===== config.mk =====
export PLATFORM = sky130hd
export DESIGN_NAME = dac_mix_scheduler
export DESIGN_NICKNAME = d
export VERILOG_FILES = /design/src/rtl/dac_mix_scheduler.sv
export SDC_FILE = /design/constraint.sdc
export NUM_CORES = 1
export LEC_CHECK = 0
export ABC_AREA = 0
export BUFFER_PORTS_ARGS = -buffer_cell sky130_fd_sc_hd__buf_2
export CAP_MARGIN = 20
export CORE_UTILIZATION = 41
export CTS_CLUSTER_DIAMETER = 40
export DETAILED_ROUTE_END_ITERATION = 10
export PLACE_DENSITY = 0.63
export SETUP_SLACK_MARGIN = 0.15
export SLEW_MARGIN = 15
export SYNTH_ARGS = -nofsm -noshare
export SYNTH_HDL_FRONTEND = slang
export SYNTH_SLANG_ARGS = --single-unit

===== constraint.sdc =====
create_clock -name CLK -period 17.5 [get_ports CLK]
set_input_delay 3.5 -clock CLK [delete_from_list [all_inputs] [get_ports CLK]]
set_output_delay 3.5 -clock CLK [all_outputs]
set_load 0.03 [all_outputs]

===== src/rtl/dac_mix_scheduler.sv =====
// Audio mix sequencer: divides TICK_EN into sample periods, serially MACs the
// snapshotted sources through one multiplier and drives a saturated offset-binary DAC code.
module dac_mix_scheduler #(
   parameter int NUM_SRC       = 4,
   parameter int SRC_WIDTH     = 16,
   parameter int VOL_WIDTH     = 4,
   parameter int DAC_BIT_WIDTH = 10,
   parameter int DAC_FREQ_DIV  = 5
) (
   input  logic                           CLK,
   input  logic                           RESET,
   input  logic                           TICK_EN,
   input  logic [NUM_SRC*SRC_WIDTH-1:0]   SRC_DATA,
   input  logic [NUM_SRC*VOL_WIDTH-1:0]   SRC_VOL,
   input  logic [NUM_SRC-1:0]             SRC_MUTE,
   input  logic                           OVERRUN_CLR,
   output logic                           SAMPLE_REQ,
   output logic [DAC_BIT_WIDTH-1:0]       DAC_VALUE,
   output logic                           DAC_STROBE,
   output logic                           BUSY,
   output logic                           OVERRUN
);

   localparam int AW = SRC_WIDTH + VOL_WIDTH + $clog2(NUM_SRC) + 1;
   localparam int PW = SRC_WIDTH + VOL_WIDTH + 1;
   localparam int IW = (NUM_SRC > 1) ? $clog2(NUM_SRC) : 1;
   localparam int DW = (DAC_FREQ_DIV > 1) ? $clog2(DAC_FREQ_DIV) : 1;

   localparam logic [DW-1:0] DIV_LAST = DW'(DAC_FREQ_DIV - 1);
   localparam logic [IW-1:0] IDX_LAST = IW'(NUM_SRC - 1);
   localparam logic [DAC_BIT_WIDTH-1:0] MIDSCALE = {1'b1, {(DAC_BIT_WIDTH-1){1'b0}}};
   localparam logic signed [AW-1:0] SAT_HI = {{(AW-SRC_WIDTH+1){1'b0}}, {(SRC_WIDTH-1){1'b1}}};
   localparam logic signed [AW-1:0] SAT_LO = {{(AW-SRC_WIDTH+1){1'b1}}, {(SRC_WIDTH-1){1'b0}}};

   typedef enum logic [1:0] {IDLE, SNAP, MAC, OUT} state_t;

   state_t                      state;
   logic [DW-1:0]               div_cnt;
   logic                        start;
   logic signed [SRC_WIDTH-1:0] snap_data [NUM_SRC];
   logic [VOL_WIDTH-1:0]        snap_vol  [NUM_SRC];
   logic [NUM_SRC-1:0]          snap_mute;
   logic [IW-1:0]               idx;
   logic signed [AW-1:0]        acc;
   logic signed [AW-1:0]        term;
   logic signed [AW-1:0]        mix;
   logic signed [PW-1:0]        prod;
   logic signed [SRC_WIDTH-1:0] sat;
   logic [DAC_BIT_WIDTH-1:0]    code;

   assign start = TICK_EN && (div_cnt == DIV_LAST);

   // Volume is unsigned: a zero MSB makes the signed multiply treat it as non-negative.
   always_comb begin
      prod = PW'(snap_data[idx]) * PW'($signed({1'b0, snap_vol[idx]}));
      term = snap_mute[idx] ? '0 : AW'(prod);
   end

   always_comb begin
      mix = acc >>> VOL_WIDTH;
      if (mix > SAT_HI)
         sat = {1'b0, {(SRC_WIDTH-1){1'b1}}};
      else if (mix < SAT_LO)
         sat = {1'b1, {(SRC_WIDTH-1){1'b0}}};
      else
         sat = mix[SRC_WIDTH-1:0];
      code = {~sat[SRC_WIDTH-1], sat[SRC_WIDTH-2 -: DAC_BIT_WIDTH-1]};
   end

   always_ff @(posedge CLK) begin
      if (RESET) begin
         state      <= IDLE;
         div_cnt    <= '0;
         acc        <= '0;
         idx        <= '0;
         SAMPLE_REQ <= 1'b0;
         DAC_STROBE <= 1'b0;
         BUSY       <= 1'b0;
         OVERRUN    <= 1'b0;
         DAC_VALUE  <= MIDSCALE;
      end else begin
         SAMPLE_REQ <= 1'b0;
         DAC_STROBE <= 1'b0;

         if (TICK_EN)
            div_cnt <= (div_cnt == DIV_LAST) ? '0 : div_cnt + DW'(1);

         // A start arriving while busy is dropped; a new overrun beats a same-cycle clear.
         OVERRUN <= (start && (state != IDLE)) || (OVERRUN && !OVERRUN_CLR);

         case (state)
            IDLE: begin
               if (start) begin
                  state      <= SNAP;
                  SAMPLE_REQ <= 1'b1;
                  BUSY       <= 1'b1;
               end
            end
            SNAP: begin
               for (int unsigned i = 0; i < NUM_SRC; i++) begin
                  snap_data[i] <= SRC_DATA[i*SRC_WIDTH +: SRC_WIDTH];
                  snap_vol[i]  <= SRC_VOL[i*VOL_WIDTH +: VOL_WIDTH];
               end
               snap_mute <= SRC_MUTE;
               acc       <= '0;
               idx       <= '0;
               state     <= MAC;
            end
            MAC: begin
               acc <= acc + term;
               if (idx == IDX_LAST)
                  state <= OUT;
               else
                  idx <= idx + IW'(1);
            end
            OUT: begin
               DAC_VALUE  <= code;
               DAC_STROBE <= 1'b1;
               BUSY       <= 1'b0;
               state      <= IDLE;
            end
            default: state <= IDLE;
         endcase
      end
   end

endmodule


-- Word-level counts from Yosys, hierarchy flattened
Memory sizes are Yosys's and may differ from the RTL's. A register that Yosys moved wholly into a read port is not among the register bits.
Index checks and enable logic that the tools add are counted.
- shifts and indexed selects: 0
- bitwise logic cells: 3
- muxes and demuxes: 23
- order comparisons: 3
- eq/ne operators: 8
- add/subtract/negate cells: 3
- multipliers: 1
- reductions and logical operators: 14
- divide/modulo/power cells: 0
- operator list (kind ; count):
    case mux 23 bit (2 select lines) ; 1
    2-to-1 mux 16 bit ; 2
    adder 23 bit ; 1
    2-to-1 mux 23 bit ; 1
    multiplier 16 x 5 -> 21 bit ; 1
    > comparator 19 x 16 -> 1 bit, second input constant ; 1
    less-than comparator 19 x 16 -> 1 bit, second input constant ; 1
    2-to-1 mux 2 bit ; 7
    case mux 2 bit (4 select lines) ; 1
    AND reduction 2 bit ; 4
    2-to-1 mux 1 bit ; 7
    == test 2 bit, second input constant ; 3
    != test 2 bit, second input constant ; 3
    nonzero test 2 bit ; 3
    case mux 2 bit (2 select lines) ; 1
    adder 3 x 1 -> 3 bit, second input constant ; 1
    == test 3 bit, second input constant ; 1
    logical AND 1 bit ; 3
    less-than comparator 2 x 3 -> 1 bit, second input constant ; 1
    2-to-1 mux 3 bit ; 1
    NOT 1 bit ; 3
    adder 2 x 1 -> 2 bit, second input constant ; 1
    binary-select mux 1 bit (select 2 bit) ; 1
    == test 2 x 1 -> 1 bit, second input constant ; 1
    other kinds (5) ; 5
- memories kept: 2
- ROM bits: 0
- register bits: 48
- memory bits (writable): 80
- bits in latches: 0
- output and inout bits: 14
- bits of input ports: 88
- memory list (memory ; depth ; width ; read ports ; clocked after Yosys merged registers in ; wr ports ; RTL line ; source):
    snap_data ; 4 ; 16 ; 1 ; 1 ; 4 ; 40 ; logic signed [SRC_WIDTH-1:0] snap_data [NUM_SRC];
    snap_vol ; 4 ; 4 ; 1 ; 1 ; 4 ; 41 ; logic [VOL_WIDTH-1:0] snap_vol [NUM_SRC];

-- Depth between registers and ports, before layout
- depth in word-level cells: 5
- mapped depth: 27

-- Least setup slack after synthesis
OpenSTA, ideal clock, no wires.
- path kind: input port to flip-flop
- start: input RESET
- end: memory snap_data[0][0], enable pin
- required time: 16.963 ns
- library setup time: 0.537 ns
- data arrival time: 7.560 ns
- slack: 9.403 ns
- cell stages on the path: 3
- cell sequence: clkbuf_1 > clkbuf_1 > nor2b_1
- RTL lines (element ; RTL line ; source):
    start: declaration ; 11 ; input logic RESET,
    end: declaration ; 40 ;

==> impl_metrics.toml <==
[global_route]
maximum_number_of_pins_on_one_net_before_global_route_repair = 82
globalRouteTotalUtil_pct = 15.9
grt_first_pass_wirelength_um = 25700
global_route.overflow_total = 0
grt_pass1_vias = 5462
number_of_antenna_violations_at_the_first_check_in_global_routing = 0

[worst_setup_path]
kind_of_launch_point_of_the_worst_setup_path = "flip-flop"
worst_ep_arrival_time_ps = 7230
cp_max_fo = 20
critical_path.reg2reg.endpoint = "acc[21]$_SDFFE_PP0P_"
worst_ep_required_time_ps = 17800
ff2ff_setup_slack_ps = 10580
setup.worst_path.class = "reg -> reg"
critPathSlowestCell = "sky130_fd_sc_hd__mux4_1"
critical_path.most_common_cell = "sky130_fd_sc_hd__ha_1"
worst_r2r_path_depth = 24
timing.critical_path.to_type = "flip-flop"
worst_path_largest_cell_delay_ps = 820
critical_path.cell_chain = "buf_4 -> mux4_1 -> and2_1 -> ha_1 -> fa_1 -> inv_1 -> fa_1 -> inv_1 -> ha_1 -> nand3_1 -> o2111ai_1 -> a41o_1 -> o21ai_0 -> o21ai_0 -> xor2_1 -> nor2b_1 -> ha_1 -> a21o_1 -> a21oi_1 -> a21boi_0 -> a21oi_1 -> a31oi_1 -> o31ai_1 -> a211o_1"

[die]
count_of_pins_on_the_block_boundary = 102
starting_utilization_of_the_core_area_pct = 42.2
die_w_um = 144
design.core.area_um2 = 19700
die_y_um = 144
floorplan.die_area_um2 = 20800
num_rows = 51

[clock_network]
worst_skew_pair.late_latency_ps = 420
cts.root.buffer_cell = "sky130_fd_sc_hd__clkbuf_16"
clkSlewWorstSetupHoldPaths_ps = 60
cts_hold_buffers = 0
clock-sinks = 130
tritoncts = "yes"
cts_max_level = 4
clockBufferDepth = 2
postCtsSetupBuffers = 0
cts-resized-gates = 0
cts_made_buffers = 17

[route]
firstDrtPassIters = 4
wl_per_cell_um = 13.4
drc_violations_left = 0
num_vias = 5697
antenna_left = 0
drt_first_iter_violations = 281
via_per_inst = 4.98
final_wirelength_um = 15300

[final_layout]
antenna_cells_inserted = 0
area_delta_synth_final_pct = 16.6
layout.filler_cells = 1818
multi_input_comb_area_um2 = 4430
nNetsFinal = 1057
final-seq-area_um2 = 3440
drive_gt1_share_pct = 18.5

[place]
place_congestion = 0.924
io_buffer_count = 101
hpwlAfterDp_um = 11400

[run_status]
run_status = "finished clean"

[synthesis]
syn_nets = 953
synth_edf_count = 84
synth-main-ff-cell = "sky130_fd_sc_hd__edfxtp_1"
synth.lib_cells_used.distinct = 61
synth_area_um2 = 8300
seq_area_frac_synth_pct = 41.5
synthCells = 761
netlist.area_leader.share_pct = 30.4
synth-async-reset-ratio_pct = 0
post-synth-top-area-cell = "sky130_fd_sc_hd__edfxtp_1"
ys_seq_elements = 130
ys.warnings.count = 0
post_synth.cell_area_avg_um2 = 10.9
synth_area_leaders = "sky130_fd_sc_hd__edfxtp_1 (30%), sky130_fd_sc_hd__dfxtp_1 (11%), sky130_fd_sc_hd__ha_1 (11%)"

[timing]
highest_clock_rate_mhz = 144
maxSlewViolCount = 0
max_slew.worst_pin.slew_ps = 993
hold_viol_final = 0
worst_clock_skew_ps = 8.25
rsz0062_at_grt = "no"
period_minus_slack_ps = 6920
fin_setup_tns_ps = 0
timing.slew.headroom_pct = 33.8
final-setup-viol-count = 0
finalCritPeriodShare_pct = 39.6

[hold_path]
hold_start = "DAC_VALUE[1]$_SDFFE_PP0P_"
hold_class = "reg -> reg"
timing.hold.worst_path_depth = 2
hold-path-endpoint = "DAC_VALUE[1]$_SDFFE_PP0P_"

[power]
power-per-cell-area_nw_per_um2 = 108
cellLeakagePower_nw = 4.13
ir_worst_vdd_v = 0.0000717
overall_power_mw = 1.05

[flow_run]
max_cap_violations = 0
-- stage by stage --
stage	util, %	area (um2)	worst slack (ps)	hold WS (ps)	std cells
2_1_floorplan	-	8300	9400	445	761
3_3_place_gp	46.2	9080	10630	451	1110
3_5_place_dp	46.2	9080	10630	456	1110
4_1_cts	49.2	9670	10590	465	1142
5_1_grt	49.2	9680	9960	479	1143
6_report	49.2	9680	10580	464	1143
-- how the worst max path moves through the flow --
stage / start / cells past startpoint / slack, ps / end
6_report: flip-flop / 24 / 10580 / acc[21]$_SDFFE_PP0P_
5_1_grt: flip-flop / 24 / 9960 / acc[21]$_SDFFE_PP0P_
4_1_cts: flip-flop / 24 / 10590 / acc[21]$_SDFFE_PP0P_
3_5_place_dp: flip-flop / 24 / 10630 / acc[21]$_SDFFE_PP0P_
3_3_place_gp: flip-flop / 24 / 10630 / acc[21]$_SDFFE_PP0P_
2_1_floorplan: RESET / 3 / 9400 / snap_data[0][0]$_DFFE_PP_
-- layer usage --
metal / global-route usage, % / vias to the layer above / routed length [um]
li1: - / 2900 / -
met1: 22.4 / 2627 / 7860
met2: 24.0 / 152 / 6600
met3: 3.38 / 18 / 658
met4: 6.20 / 0 / 227
met5: 0 / - / 0
-- synth_stat cells (3+ instances only) --
cell type,count
sky130_fd_sc_hd__inv_1,92
sky130_fd_sc_hd__nand4_1,5
sky130_fd_sc_hd__edfxtp_1,84
sky130_fd_sc_hd__a211oi_1,3
sky130_fd_sc_hd__ha_1,70
sky130_fd_sc_hd__o211ai_1,4
sky130_fd_sc_hd__mux4_2,14
sky130_fd_sc_hd__clkbuf_1,16
sky130_fd_sc_hd__and2_1,48
sky130_fd_sc_hd__mux2i_1,3
sky130_fd_sc_hd__nand2_1,37
sky130_fd_sc_hd__nor2b_1,7
sky130_fd_sc_hd__nand3b_1,3
sky130_fd_sc_hd__nor3_1,10
sky130_fd_sc_hd__xor2_1,11
sky130_fd_sc_hd__mux4_1,7
sky130_fd_sc_hd__nor3b_1,3
sky130_fd_sc_hd__o21a_1,4
sky130_fd_sc_hd__dfxtp_1,46
sky130_fd_sc_hd__nand3_1,12
sky130_fd_sc_hd__fa_1,34
sky130_fd_sc_hd__a21o_1,18
sky130_fd_sc_hd__o21ai_0,27
sky130_fd_sc_hd__a22oi_1,11
sky130_fd_sc_hd__a31oi_1,9
sky130_fd_sc_hd__nand2b_1,12
sky130_fd_sc_hd__and3_1,3
sky130_fd_sc_hd__o32ai_1,4
sky130_fd_sc_hd__nor4_1,3
sky130_fd_sc_hd__nor2_1,52
sky130_fd_sc_hd__xnor2_1,22
sky130_fd_sc_hd__a21oi_1,50
-- cells in the final DEF, fill, tap and decap left out, types with 14 or more instances in the layout --
master,n
sky130_fd_sc_hd__ha_1,70
sky130_fd_sc_hd__o21ai_0,27
sky130_fd_sc_hd__fa_1,34
sky130_fd_sc_hd__inv_1,92
sky130_fd_sc_hd__clkbuf_16,17
sky130_fd_sc_hd__nor2_1,52
sky130_fd_sc_hd__edfxtp_1,84
sky130_fd_sc_hd__and2_1,48
sky130_fd_sc_hd__a21oi_1,50
sky130_fd_sc_hd__a21o_1,18
sky130_fd_sc_hd__buf_2,101
sky130_fd_sc_hd__mux4_2,14
sky130_fd_sc_hd__dfxtp_1,46
sky130_fd_sc_hd__nand2_1,37
sky130_fd_sc_hd__xnor2_1,22
-- logic make-up (layout without fill, tap and decap cells) --
logic type	after synthesis	count (layout)	share of synthesized area [%]
AOI/OAI and AO/OA	153	153	12.0
xor gates and xnor gates	33	33	3.48
and+or+nand+nor	204	204	12.7
DFF	130	130	41.5
buffers and inverters	113	230	5.23
muxes	24	24	6.38
adders and majority gates	104	104	18.8
-- registers in the layout (all words and copies together), names as in the netlist, named ones only --
name / flops
BUSY: 1
DAC_STROBE: 1
DAC_VALUE: 10
OVERRUN: 1
SAMPLE_REQ: 1
acc: 23
div_cnt: 3
idx: 2
snap_data: 64
snap_mute: 4
snap_vol: 16
state: 2
-- worst max-delay path, delay by kind of cell (launching register included) --
| kind | cells | cell delay [ps] |
|---|---|---|
| AO/OA/AOI/OAI | 11 | 2620 |
| flip-flops | 1 | 310 |
| buffers and inverters | 3 | 430 |
| XOR/XNOR | 1 | 150 |
| multiplexers | 1 | 820 |
| adder cells (fa/ha/maj) | 5 | 2000 |
| AND/OR/NAND/NOR | 3 | 460 |
-- layout make-up --
type / count / area share, %
inverters: 92 / 3.57
multi-input cells: 518 / 45.8
repair buffers: 106 / 5.61
clock buffers: 18 / 4.44
flip-flops and latches: 130 / 35.6
clock inverters: 14 / 1.62
well taps: 265 / 3.43
-- where the power goes --
group          leakage, nW  total (mW)  switching (mW)  internal, mW
Clock                0.270       0.352           0.141         0.211
Sequential            1.13       0.353         0.00478         0.348
Combinational         2.73       0.343           0.202         0.141
Total                 4.13        1.05           0.348         0.700
Power figures use the tool's default switching activity.
